--- config.mk ---
export PLATFORM = sky130hd
export DESIGN_NAME = serdesphy_supply_mon_flat
export DESIGN_NICKNAME = d
export VERILOG_FILES = /design/src/rtl/serdesphy_supply_mon_if.sv /design/src/rtl/serdesphy_supply_mon.sv /design/src/flat_wrapper.sv
export SDC_FILE = /design/constraint.sdc
export NUM_CORES = 1
export LEC_CHECK = 0
export BUFFER_PORTS_ARGS = -buffer_cell sky130_fd_sc_hd__buf_2
export CELL_PAD_IN_SITES_DETAIL_PLACEMENT = 1
export CELL_PAD_IN_SITES_GLOBAL_PLACEMENT = 2
export CORE_MARGIN = 2
export CORE_UTILIZATION = 42
export CTS_BUF_LIST = sky130_fd_sc_hd__clkbuf_8
export CTS_CLUSTER_SIZE = 14
export DETAILED_ROUTE_END_ITERATION = 12
export PLACE_DENSITY_LB_ADDON = 0.1
export SYNTH_ARGS = -nofsm -noshare
export SYNTH_HDL_FRONTEND = slang
export SYNTH_HIERARCHICAL = 1
export SYNTH_SLANG_ARGS = --single-unit
--- constraint.sdc ---
create_clock -name clk -period 9.2 [get_ports clk]
set_input_delay 0.46 -clock clk [delete_from_list [all_inputs] [get_ports clk]]
set_output_delay 0.46 -clock clk [all_outputs]
set_load 0.05 [all_outputs]
--- src/rtl/serdesphy_supply_mon_if.sv ---
// Supply monitor signal bundle: raw comparator inputs and CSR controls
// towards the monitor, qualified levels and brown-out status back out.
interface serdesphy_supply_mon_if #(
  parameter int CNT_W = 8
);
  logic             dvdd_raw;
  logic             avdd_raw;
  logic             mon_en;
  logic             bo_clr;
  logic             dvdd_ok;
  logic             avdd_ok;
  logic             supplies_ok;
  logic             brownout_flag;
  logic [CNT_W-1:0] brownout_cnt;

  modport master (
    output dvdd_raw, avdd_raw, mon_en, bo_clr,
    input  dvdd_ok, avdd_ok, supplies_ok, brownout_flag, brownout_cnt
  );

  modport slave (
    input  dvdd_raw, avdd_raw, mon_en, bo_clr,
    output dvdd_ok, avdd_ok, supplies_ok, brownout_flag, brownout_cnt
  );
endinterface

--- src/rtl/serdesphy_supply_mon.sv ---
// Supply qualification front-end for the SerDes PHY POR controller.
// Each rail is synchronised and debounced with separate assert/deassert
// windows; loss of a qualified rail is counted for CSR readback.

// One rail: 2-flop synchroniser plus OFF/QUAL_UP/ON/QUAL_DN debounce FSM.
module serdesphy_supply_mon_rail #(
  parameter int ASSERT_CYCLES   = 256,
  parameter int DEASSERT_CYCLES = 4
) (
  input  logic clk,
  input  logic rst_n_in,
  input  logic raw,
  input  logic mon_en,
  output logic ok,
  output logic ok_nxt,
  output logic loss
);
  typedef enum logic [1:0] {OFF, QUAL_UP, ON, QUAL_DN} st_t;

  logic [1:0]  sync;
  logic        s;
  st_t         st, st_nxt;
  logic [15:0] cnt, cnt_nxt;
  logic [16:0] cnt_inc;

  assign s       = sync[1];
  assign cnt_inc = {1'b0, cnt} + 17'd1;

  // Synchroniser keeps running regardless of mon_en so a re-enable sees
  // the current rail level immediately.
  always_ff @(posedge clk) begin
    if (!rst_n_in) sync <= '0;
    else           sync <= {sync[0], raw};
  end

  // FSM state, run counter and registered ok level.
  always_ff @(posedge clk) begin
    if (!rst_n_in) begin
      st  <= OFF;
      cnt <= '0;
      ok  <= 1'b0;
    end else begin
      st  <= st_nxt;
      cnt <= cnt_nxt;
      ok  <= ok_nxt;
    end
  end

  // Next-state / run-count / rail-loss decode. Disable wins silently.
  always_comb begin
    st_nxt  = st;
    cnt_nxt = cnt;
    loss    = 1'b0;
    if (!mon_en) begin
      st_nxt  = OFF;
      cnt_nxt = '0;
    end else begin
      case (st)
        OFF: begin
          if (s && ASSERT_CYCLES == 1) begin
            st_nxt  = ON;
            cnt_nxt = '0;
          end else if (s) begin
            st_nxt  = QUAL_UP;
            cnt_nxt = 16'd1;
          end
        end
        QUAL_UP: begin
          if (!s) begin
            st_nxt  = OFF;
            cnt_nxt = '0;
          end else if (cnt_inc == 17'(ASSERT_CYCLES)) begin
            st_nxt  = ON;
            cnt_nxt = '0;
          end else begin
            cnt_nxt = cnt_inc[15:0];
          end
        end
        ON: begin
          if (!s && DEASSERT_CYCLES == 1) begin
            st_nxt  = OFF;
            cnt_nxt = '0;
            loss    = 1'b1;
          end else if (!s) begin
            st_nxt  = QUAL_DN;
            cnt_nxt = 16'd1;
          end
        end
        QUAL_DN: begin
          if (s) begin
            st_nxt  = ON;
            cnt_nxt = '0;
          end else if (cnt_inc == 17'(DEASSERT_CYCLES)) begin
            st_nxt  = OFF;
            cnt_nxt = '0;
            loss    = 1'b1;
          end else begin
            cnt_nxt = cnt_inc[15:0];
          end
        end
        default: begin
          st_nxt  = OFF;
          cnt_nxt = '0;
        end
      endcase
    end
  end

  assign ok_nxt = (st_nxt == ON) || (st_nxt == QUAL_DN);
endmodule

module serdesphy_supply_mon #(
  parameter int ASSERT_CYCLES   = 256,
  parameter int DEASSERT_CYCLES = 4,
  parameter int CNT_W           = 8
) (
  input  logic                    clk,
  input  logic                    rst_n_in,
  serdesphy_supply_mon_if.slave   bus
);
  localparam int NUM_RAILS = 2;
  localparam int SUM_W     = CNT_W + 2;

  // Rail 0 is the 1.8 V digital supply, rail 1 the 3.3 V analog supply.
  logic [NUM_RAILS-1:0] raw, ok, ok_nxt, loss;
  logic [1:0]           inc;
  logic [CNT_W-1:0]     bo_cnt, bo_cnt_nxt, bo_base;
  logic [SUM_W-1:0]     bo_sum;
  logic                 bo_flag, sok;

  assign raw = {bus.avdd_raw, bus.dvdd_raw};

  serdesphy_supply_mon_rail #(
    .ASSERT_CYCLES  (ASSERT_CYCLES),
    .DEASSERT_CYCLES(DEASSERT_CYCLES)
  ) u_rail [NUM_RAILS-1:0] (
    .clk     (clk),
    .rst_n_in(rst_n_in),
    .raw     (raw),
    .mon_en  (bus.mon_en),
    .ok      (ok),
    .ok_nxt  (ok_nxt),
    .loss    (loss)
  );

  // A clear restarts the count from zero but still takes this edge's
  // events, so a loss coinciding with bo_clr is never dropped.
  assign inc        = {1'b0, loss[0]} + {1'b0, loss[1]};
  assign bo_base    = bus.bo_clr ? '0 : bo_cnt;
  assign bo_sum     = SUM_W'(bo_base) + SUM_W'(inc);
  assign bo_cnt_nxt = (bo_sum > SUM_W'({CNT_W{1'b1}})) ? {CNT_W{1'b1}}
                                                      : bo_sum[CNT_W-1:0];

  // Brown-out status and combined supply level.
  always_ff @(posedge clk) begin
    if (!rst_n_in) begin
      bo_cnt  <= '0;
      bo_flag <= 1'b0;
      sok     <= 1'b0;
    end else begin
      bo_cnt  <= bo_cnt_nxt;
      bo_flag <= (bo_flag & ~bus.bo_clr) | (inc != 2'd0);
      sok     <= &ok_nxt;
    end
  end

  assign bus.dvdd_ok       = ok[0];
  assign bus.avdd_ok       = ok[1];
  assign bus.supplies_ok   = sok;
  assign bus.brownout_flag = bo_flag;
  assign bus.brownout_cnt  = bo_cnt;
endmodule

--- src/flat_wrapper.sv ---
// flat-port wrapper written by rule: the top's interface ports become plain ports
module serdesphy_supply_mon_flat 
#(
  parameter int ASSERT_CYCLES   = 256,
  parameter int DEASSERT_CYCLES = 4,
  parameter int CNT_W           = 8
)
  (clk, rst_n_in, bus_dvdd_raw, bus_avdd_raw, bus_mon_en, bus_bo_clr, bus_dvdd_ok, bus_avdd_ok, bus_supplies_ok, bus_brownout_flag, bus_brownout_cnt);
  serdesphy_supply_mon_if #(.CNT_W(CNT_W)) bus_i ();
  input  logic clk;
  input  logic rst_n_in;
  input wire logic [$bits(bus_i.dvdd_raw)-1:0] bus_dvdd_raw;
  input wire logic [$bits(bus_i.avdd_raw)-1:0] bus_avdd_raw;
  input wire logic [$bits(bus_i.mon_en)-1:0] bus_mon_en;
  input wire logic [$bits(bus_i.bo_clr)-1:0] bus_bo_clr;
  output wire logic [$bits(bus_i.dvdd_ok)-1:0] bus_dvdd_ok;
  output wire logic [$bits(bus_i.avdd_ok)-1:0] bus_avdd_ok;
  output wire logic [$bits(bus_i.supplies_ok)-1:0] bus_supplies_ok;
  output wire logic [$bits(bus_i.brownout_flag)-1:0] bus_brownout_flag;
  output wire logic [$bits(bus_i.brownout_cnt)-1:0] bus_brownout_cnt;
  assign bus_i.dvdd_raw = bus_dvdd_raw;
  assign bus_i.avdd_raw = bus_avdd_raw;
  assign bus_i.mon_en = bus_mon_en;
  assign bus_i.bo_clr = bus_bo_clr;
  assign bus_dvdd_ok = bus_i.dvdd_ok;
  assign bus_avdd_ok = bus_i.avdd_ok;
  assign bus_supplies_ok = bus_i.supplies_ok;
  assign bus_brownout_flag = bus_i.brownout_flag;
  assign bus_brownout_cnt = bus_i.brownout_cnt;
  serdesphy_supply_mon #(.ASSERT_CYCLES(ASSERT_CYCLES), .DEASSERT_CYCLES(DEASSERT_CYCLES), .CNT_W(CNT_W)) u_core (.clk(clk), .rst_n_in(rst_n_in), .bus(bus_i));
endmodule
# After elaboration in Yosys (flattened, before gate mapping)
# Index checks and enable logic that the tools add are counted.
# word_totals
reg_bits	52
out_inout_bits	12
input_bits	6
word_cells	86
# classes
n_reduce_logical	9
addsub	4
bitwise_logic	3
eq_ne	18
n_lt_le_gt_ge	1
muxes	40
# ops
cell	count
16-bit 2-to-1 mux	12
16-bit one-hot mux with 4 select lines	2
16-bit by 1-bit adder with 17-bit output (second input constant)	2
17-bit by 3-bit equality test with 1-bit output (second input constant)	2
17-bit by 9-bit equality test with 1-bit output (second input constant)	2
2-bit 2-to-1 mux	14
2-bit equality test (second input constant)	8
8-bit 2-to-1 mux	2
2-bit one-hot mux with 4 select lines	2
10-bit by 8-bit greater-than comparator with 1-bit output (second input constant)	1
8-bit by 2-bit adder with 9-bit output	1
1-bit 2-to-1 mux	8
2-bit != test (second input constant)	4
2-bit AND reduction	4
2-bit by 1-bit equality test with 1-bit output (second input constant)	2
2-bit logical NOT	2
1-bit by 1-bit adder with 2-bit output	1
1-bit logical OR	2
2-bit nonzero test	1
1-bit bitwise AND	1
1-bit inverter	1
1-bit bitwise OR	1

# Depth between registers and ports, before layout
# logic_depth
word_depth	10
ltp_mapped	15
depth_no_buf	14

# Hierarchy
# The synthesis kept the hierarchy.
# by_module_without_submodules
module	seq_area_each_um2	instances	area_each_um2	cells_each
serdesphy_supply_mon_rail at u_core.u_rail[0]	420.4	1	1540.2	181
serdesphy_supply_mon_rail at u_core.u_rail[1]	420.4	1	1457.6	179
serdesphy_supply_mon	200.2	1	588.1	67

# Worst setup path after synthesis
# Ideal clock, no wire load.
# synth_timing
path_kind	reg-to-reg
from	register u_core.u_rail[1].cnt[0]
to	register u_core.bo_cnt[0] (netlist: u_core/bus.brownout_cnt[0])
setup_ps	115
stages_incl_launch_ff	15
synth_period_minus_slack_ps	3802
arrival_time_ps	3688
path_buffers	1
slack_ps	5398
t_required_ps	9085
cell_sequence	dfxtp_1 > ha_1 > buf_4 > nand3_4 > or4_4 > o41ai_2 > nand3b_2 > nor4_1 > inv_1 > ha_1 > ha_1 > fa_1 > and2_1 > and4_1 > o21a_1
# synth_via
elab_chain_len	10
# synth_rtl
element	line	source
start, declared	serdesphy_supply_mon.sv:23	logic [15:0] cnt, cnt_nxt;
start signal, assigned	serdesphy_supply_mon.sv:44	cnt <= cnt_nxt;
16-bit by 1-bit adder with 17-bit output *	serdesphy_supply_mon.sv:27	assign cnt_inc = {1'b0, cnt} + 17'd1;
17-bit by 3-bit equality test with 1-bit output *	serdesphy_supply_mon.sv:93	end else if (cnt_inc == 17'(DEASSERT_CYCLES)) begin
1-bit 2-to-1 mux *	serdesphy_supply_mon.sv:93	
1-bit 2-to-1 mux *	serdesphy_supply_mon.sv:90	if (s) begin
1-bit 2-to-1 mux *	serdesphy_supply_mon.sv:58	case (st)
1-bit 2-to-1 mux *	serdesphy_supply_mon.sv:54	if (!mon_en) begin
via u_core.loss[1]	serdesphy_supply_mon.sv:125	logic [NUM_RAILS-1:0] raw, ok, ok_nxt, loss;
1-bit by 1-bit adder with 2-bit output *	serdesphy_supply_mon.sv:148	assign inc = {1'b0, loss[0]} + {1'b0, loss[1]};
8-bit by 2-bit adder with 9-bit output *	serdesphy_supply_mon.sv:150	assign bo_sum = SUM_W'(bo_base) + SUM_W'(inc);
10-bit by 8-bit greater-than comparator with 1-bit output	serdesphy_supply_mon.sv:151	assign bo_cnt_nxt = (bo_sum > SUM_W'({CNT_W{1'b1}})) ? {CNT_W{1'b1}}
8-bit 2-to-1 mux *	serdesphy_supply_mon.sv:151	
end signal, assigned	serdesphy_supply_mon.sv:161	bo_cnt <= bo_cnt_nxt;
end, declared	serdesphy_supply_mon.sv:127	logic [CNT_W-1:0] bo_cnt, bo_cnt_nxt, bo_base;
# Mark *: on every way through the listed nets, which the timed path passes. The rest lies on a longest branch.
# A chain may end at the register's enable or synchronous reset.

# Worst setup path after layout
# layout_timing
from	register u_core.u_rail[1].cnt[0]
to	register u_core.bo_cnt[1] (netlist: u_core/bus.brownout_cnt[1])
# Same word-level chain as after synthesis.

==> impl_metrics.yaml <==
status:
  status: "complete, no violations"
detailed_routing:
  dr.pass1.iters: 4
  vias_per_cell: 5.99
  ant_nets: 0
  drt_wl_total_mm: 9.21
  vias: 3129
  drtIter0Drc: 112
  wl_per_cell_um: 17.6
  drc_errors: 0
final_layout:
  layout.nets: 431
  drive_gt1_share_pct: 17.0
  n_antenna_cell: 0
  stdcell_count: 522
  design_area_mm2: 0.00370
  finish.utilization_pct: 44.9
  syn2layout_area_growth_pct: 3.31
job:
  drv_cap: 0
floorplan:
  design.core.area_mm2: 0.00826
  core.rowCount: 33
  die_y_um: 96.4
  chipWidth_um: 96.4
  die_area_mm2: 0.00929
  ios: 18
  start_util_pct: 43.4
yosys:
  async_flop_share_pct: 0
  synth_cells: 427
  ys.flop_type: "dfxtp_1"
  netlist_area_mm2: 0.00359
  ys_types: 82
  yosys.area.top_type: "dfxtp_1"
  syn_avg_cell_area_um2: 8.40
  syn-num-nets: 442
  ys_seq_area_share_pct: 29.0
  yosys_register_bits: 52
  synth.top_cells.by_count: "dfxtp_1 (52), nand2_1 (42), nand3_1 (21)"
  synth_warnings: 6
  netlist_top_cells_area: "dfxtp_1 (29%), nand2_1 (4.4%), a21o_1 (3.3%)"
  synth_edf_count: 0
  yosysMostFrequentCell: "dfxtp_1"
  synth.top_cell.area_share_pct: 29.0
sta:
  finClkSkew_ns: 0.00586
  hold_viol: 0
  max_slew_margin_pct: 23.1
  tightest_slew_ns: 1.15
  fin_crit_ns: 4.31
  rsz0062_at_grt: "false"
  max_freq_mhz: 232
  slew_viol_final: 0
  setup_violations: 0
  fin_crit_sh_pct: 46.8
  fin_tns_setup_ns: 0
worst_hold_path:
  hp-class: "in -> reg"
  hold_start: "bus_dvdd_raw"
pwr:
  p_per_area_mw_per_mm2: 102
  clkPwrFrac_pct: 35.6
  pwr-share-seq_pct: 60.5
  p_comb_share_pct: 3.9
  p_int_uw: 283
  p_switching_uw: 94.4
  peakVddDrop_uv: 57.6
  finalPower_uw: 377
  leakage_nw: 1.43
  p_sw_share_pct: 25.0
worst_setup_path:
  critPathMaxFanout: 10
  cp-endpoint: "u_core/bus.brownout_cnt[1]$_SDFF_PN0_"
  critPathKind: "reg -> reg"
  setup.worst_path.start_class: "flop"
  r2r_end: "u_core/bus.brownout_cnt[1]$_SDFF_PN0_"
  cp_data_required_time_ns: 9.41
  r2r_slack_ns: 4.89
  reg2reg_from: "u_core/u_rail[1]/cnt[0]$_SDFFE_PN0P_"
  cp_data_arrival_time_ns: 4.52
  end_kind: "flop"
  r2r_cells: 13
  crit_path_start: "u_core/u_rail[1]/cnt[0]$_SDFFE_PN0P_"
placed_design:
  placed_cells: 514
  dp_hpwl_mm: 6.75
  gp_congestion: 0.781
  portBuffers: 17
  placedInstanceArea_mm2: 0.00362
clock_network:
  cts_setup_buffers: 0
  clock-root-buffer: "clkbuf_8"
  clock_sinks: 52
  cts_made_buffers: 5
  cts_hold_buf: 0
  cts_resized: 0
  clock_path_buffers: 2
  clkLatencyLatePin_ns: 0.31
  path_clk_slew_ns: 0.10
  cts_tree: "built"
  htreeDepth: 2
global_route:
  grt_max_degree: 18
  grt_pass1_vias: 2974
  track_usage_pct: 20.6
  antenna_found_initial: 0
  grt-ovfl-total: 0
  grt_first_pass_wirelength_mm: 15.0
-- logic make-up (layout without fill, tap and decap cells) --
family	after synthesis	count (layout)	synth area share, %
flops	52	52	29.0
simple gates	192	192	32.6
buf+inv	50	40	6.77
mux	3	3	0.837
fa+ha+maj	9	9	3.35
xor+xnor	18	18	4.40
compound gates	103	103	23.0
-- final cells by class --
cell class | instances | area [µm²]
clock buffers | 5 | 68.8
inverters | 14 | 52.6
multi-input cells | 325 | 2300
repair buffers | 18 | 92.6
flip-flops and latches | 52 | 1040
clock inverters | 3 | 16.3
well taps | 105 | 131
fillers | 1010 | 4550
-- metrics by stage --
step / setup slack, ns / hold WS, ns
after floorplan: 5.40 / 0.412
after global placement: 5.06 / 0.427
after detailed placement: 4.93 / 0.428
after CTS: 4.89 / 0.348
after global routing: 4.57 / 0.350
final: 4.89 / 0.349
-- cells in the final DEF, fill, tap and decap left out, drive strengths merged, types with 3 or more instances in the layout --
master,netlist,final
a21o,18,18
a21oi,11,11
a221oi,11,11
a31oi,5,5
and2,17,17
and3,6,6
and4,5,5
buf,20,18
clkbuf,16,5
dfxtp,52,52
ha,8,8
inv,14,16
mux2i,3,3
nand2,43,43
nand2b,6,6
nand3,25,25
nand4,14,14
nand4b,3,3
nor2,19,19
nor2b,3,3
nor3,9,9
nor4,12,12
o211ai,8,8
o21ai,17,17
o21bai,3,3
o31ai,6,6
o32ai,3,3
or2,8,8
or3,9,9
xnor2,12,12
xor2,6,6
-- power by group through the flow --
stage / registers, mW / clock network (mW) / logic, mW
after floorplan: 0.232 / 0 / 0.0109
after global placement: 0.233 / 0 / 0.0147
after detailed placement: 0.233 / 0 / 0.0148
after CTS: 0.228 / 0.139 / 0.0149
after global routing: 0.228 / 0.148 / 0.0166
final: 0.228 / 0.134 / 0.0146
-- worst min path at each step --
stage / endpoint / depth (start not counted)
detailed placement: u_core/u_rail[0]/sync[1]$_SDFF_PN0_ / 1
floorplan: u_core/u_rail[0]/sync[1]$_SDFF_PN0_ / 1
CTS: u_core/u_rail[0]/sync[0]$_SDFF_PN0_ / 2
finish: u_core/u_rail[0]/sync[0]$_SDFF_PN0_ / 2
global placement: u_core/u_rail[0]/sync[1]$_SDFF_PN0_ / 1
global route: u_core/u_rail[0]/sync[0]$_SDFF_PN0_ / 2
-- per-layer routing --
metal  share of wire (%)  track usage (%)
met1                  46             26.0
met2                  51             37.0
met4                 1.2             4.46
met5                   0                0
met3                 1.7             3.10
-- sequential cells by signal (all words and copies together) (netlist names) --
signal                    cells
u_core/bus.brownout_flag      1
u_core/u_rail/st              4
u_core/u_rail/cnt            32
u_core/bus.brownout_cnt       8
u_core/u_rail/ok              2
u_core/u_rail/sync            4
u_core/bus.supplies_ok        1
-- worst max-delay path, stage by stage, from the launching register on --
cell      delay, ns
dfxtp_1        0.44
ha_1           0.42
nand3_4        0.17
or4_4          0.57
o41ai_2        0.37
nand3b_2       0.16
nor4_1         0.40
inv_1          0.09
ha_1           0.29
ha_1           0.24
fa_1           0.48
and2_1         0.19
and4_1         0.22
o21a_1         0.17
Power figures use the tool's default switching activity.
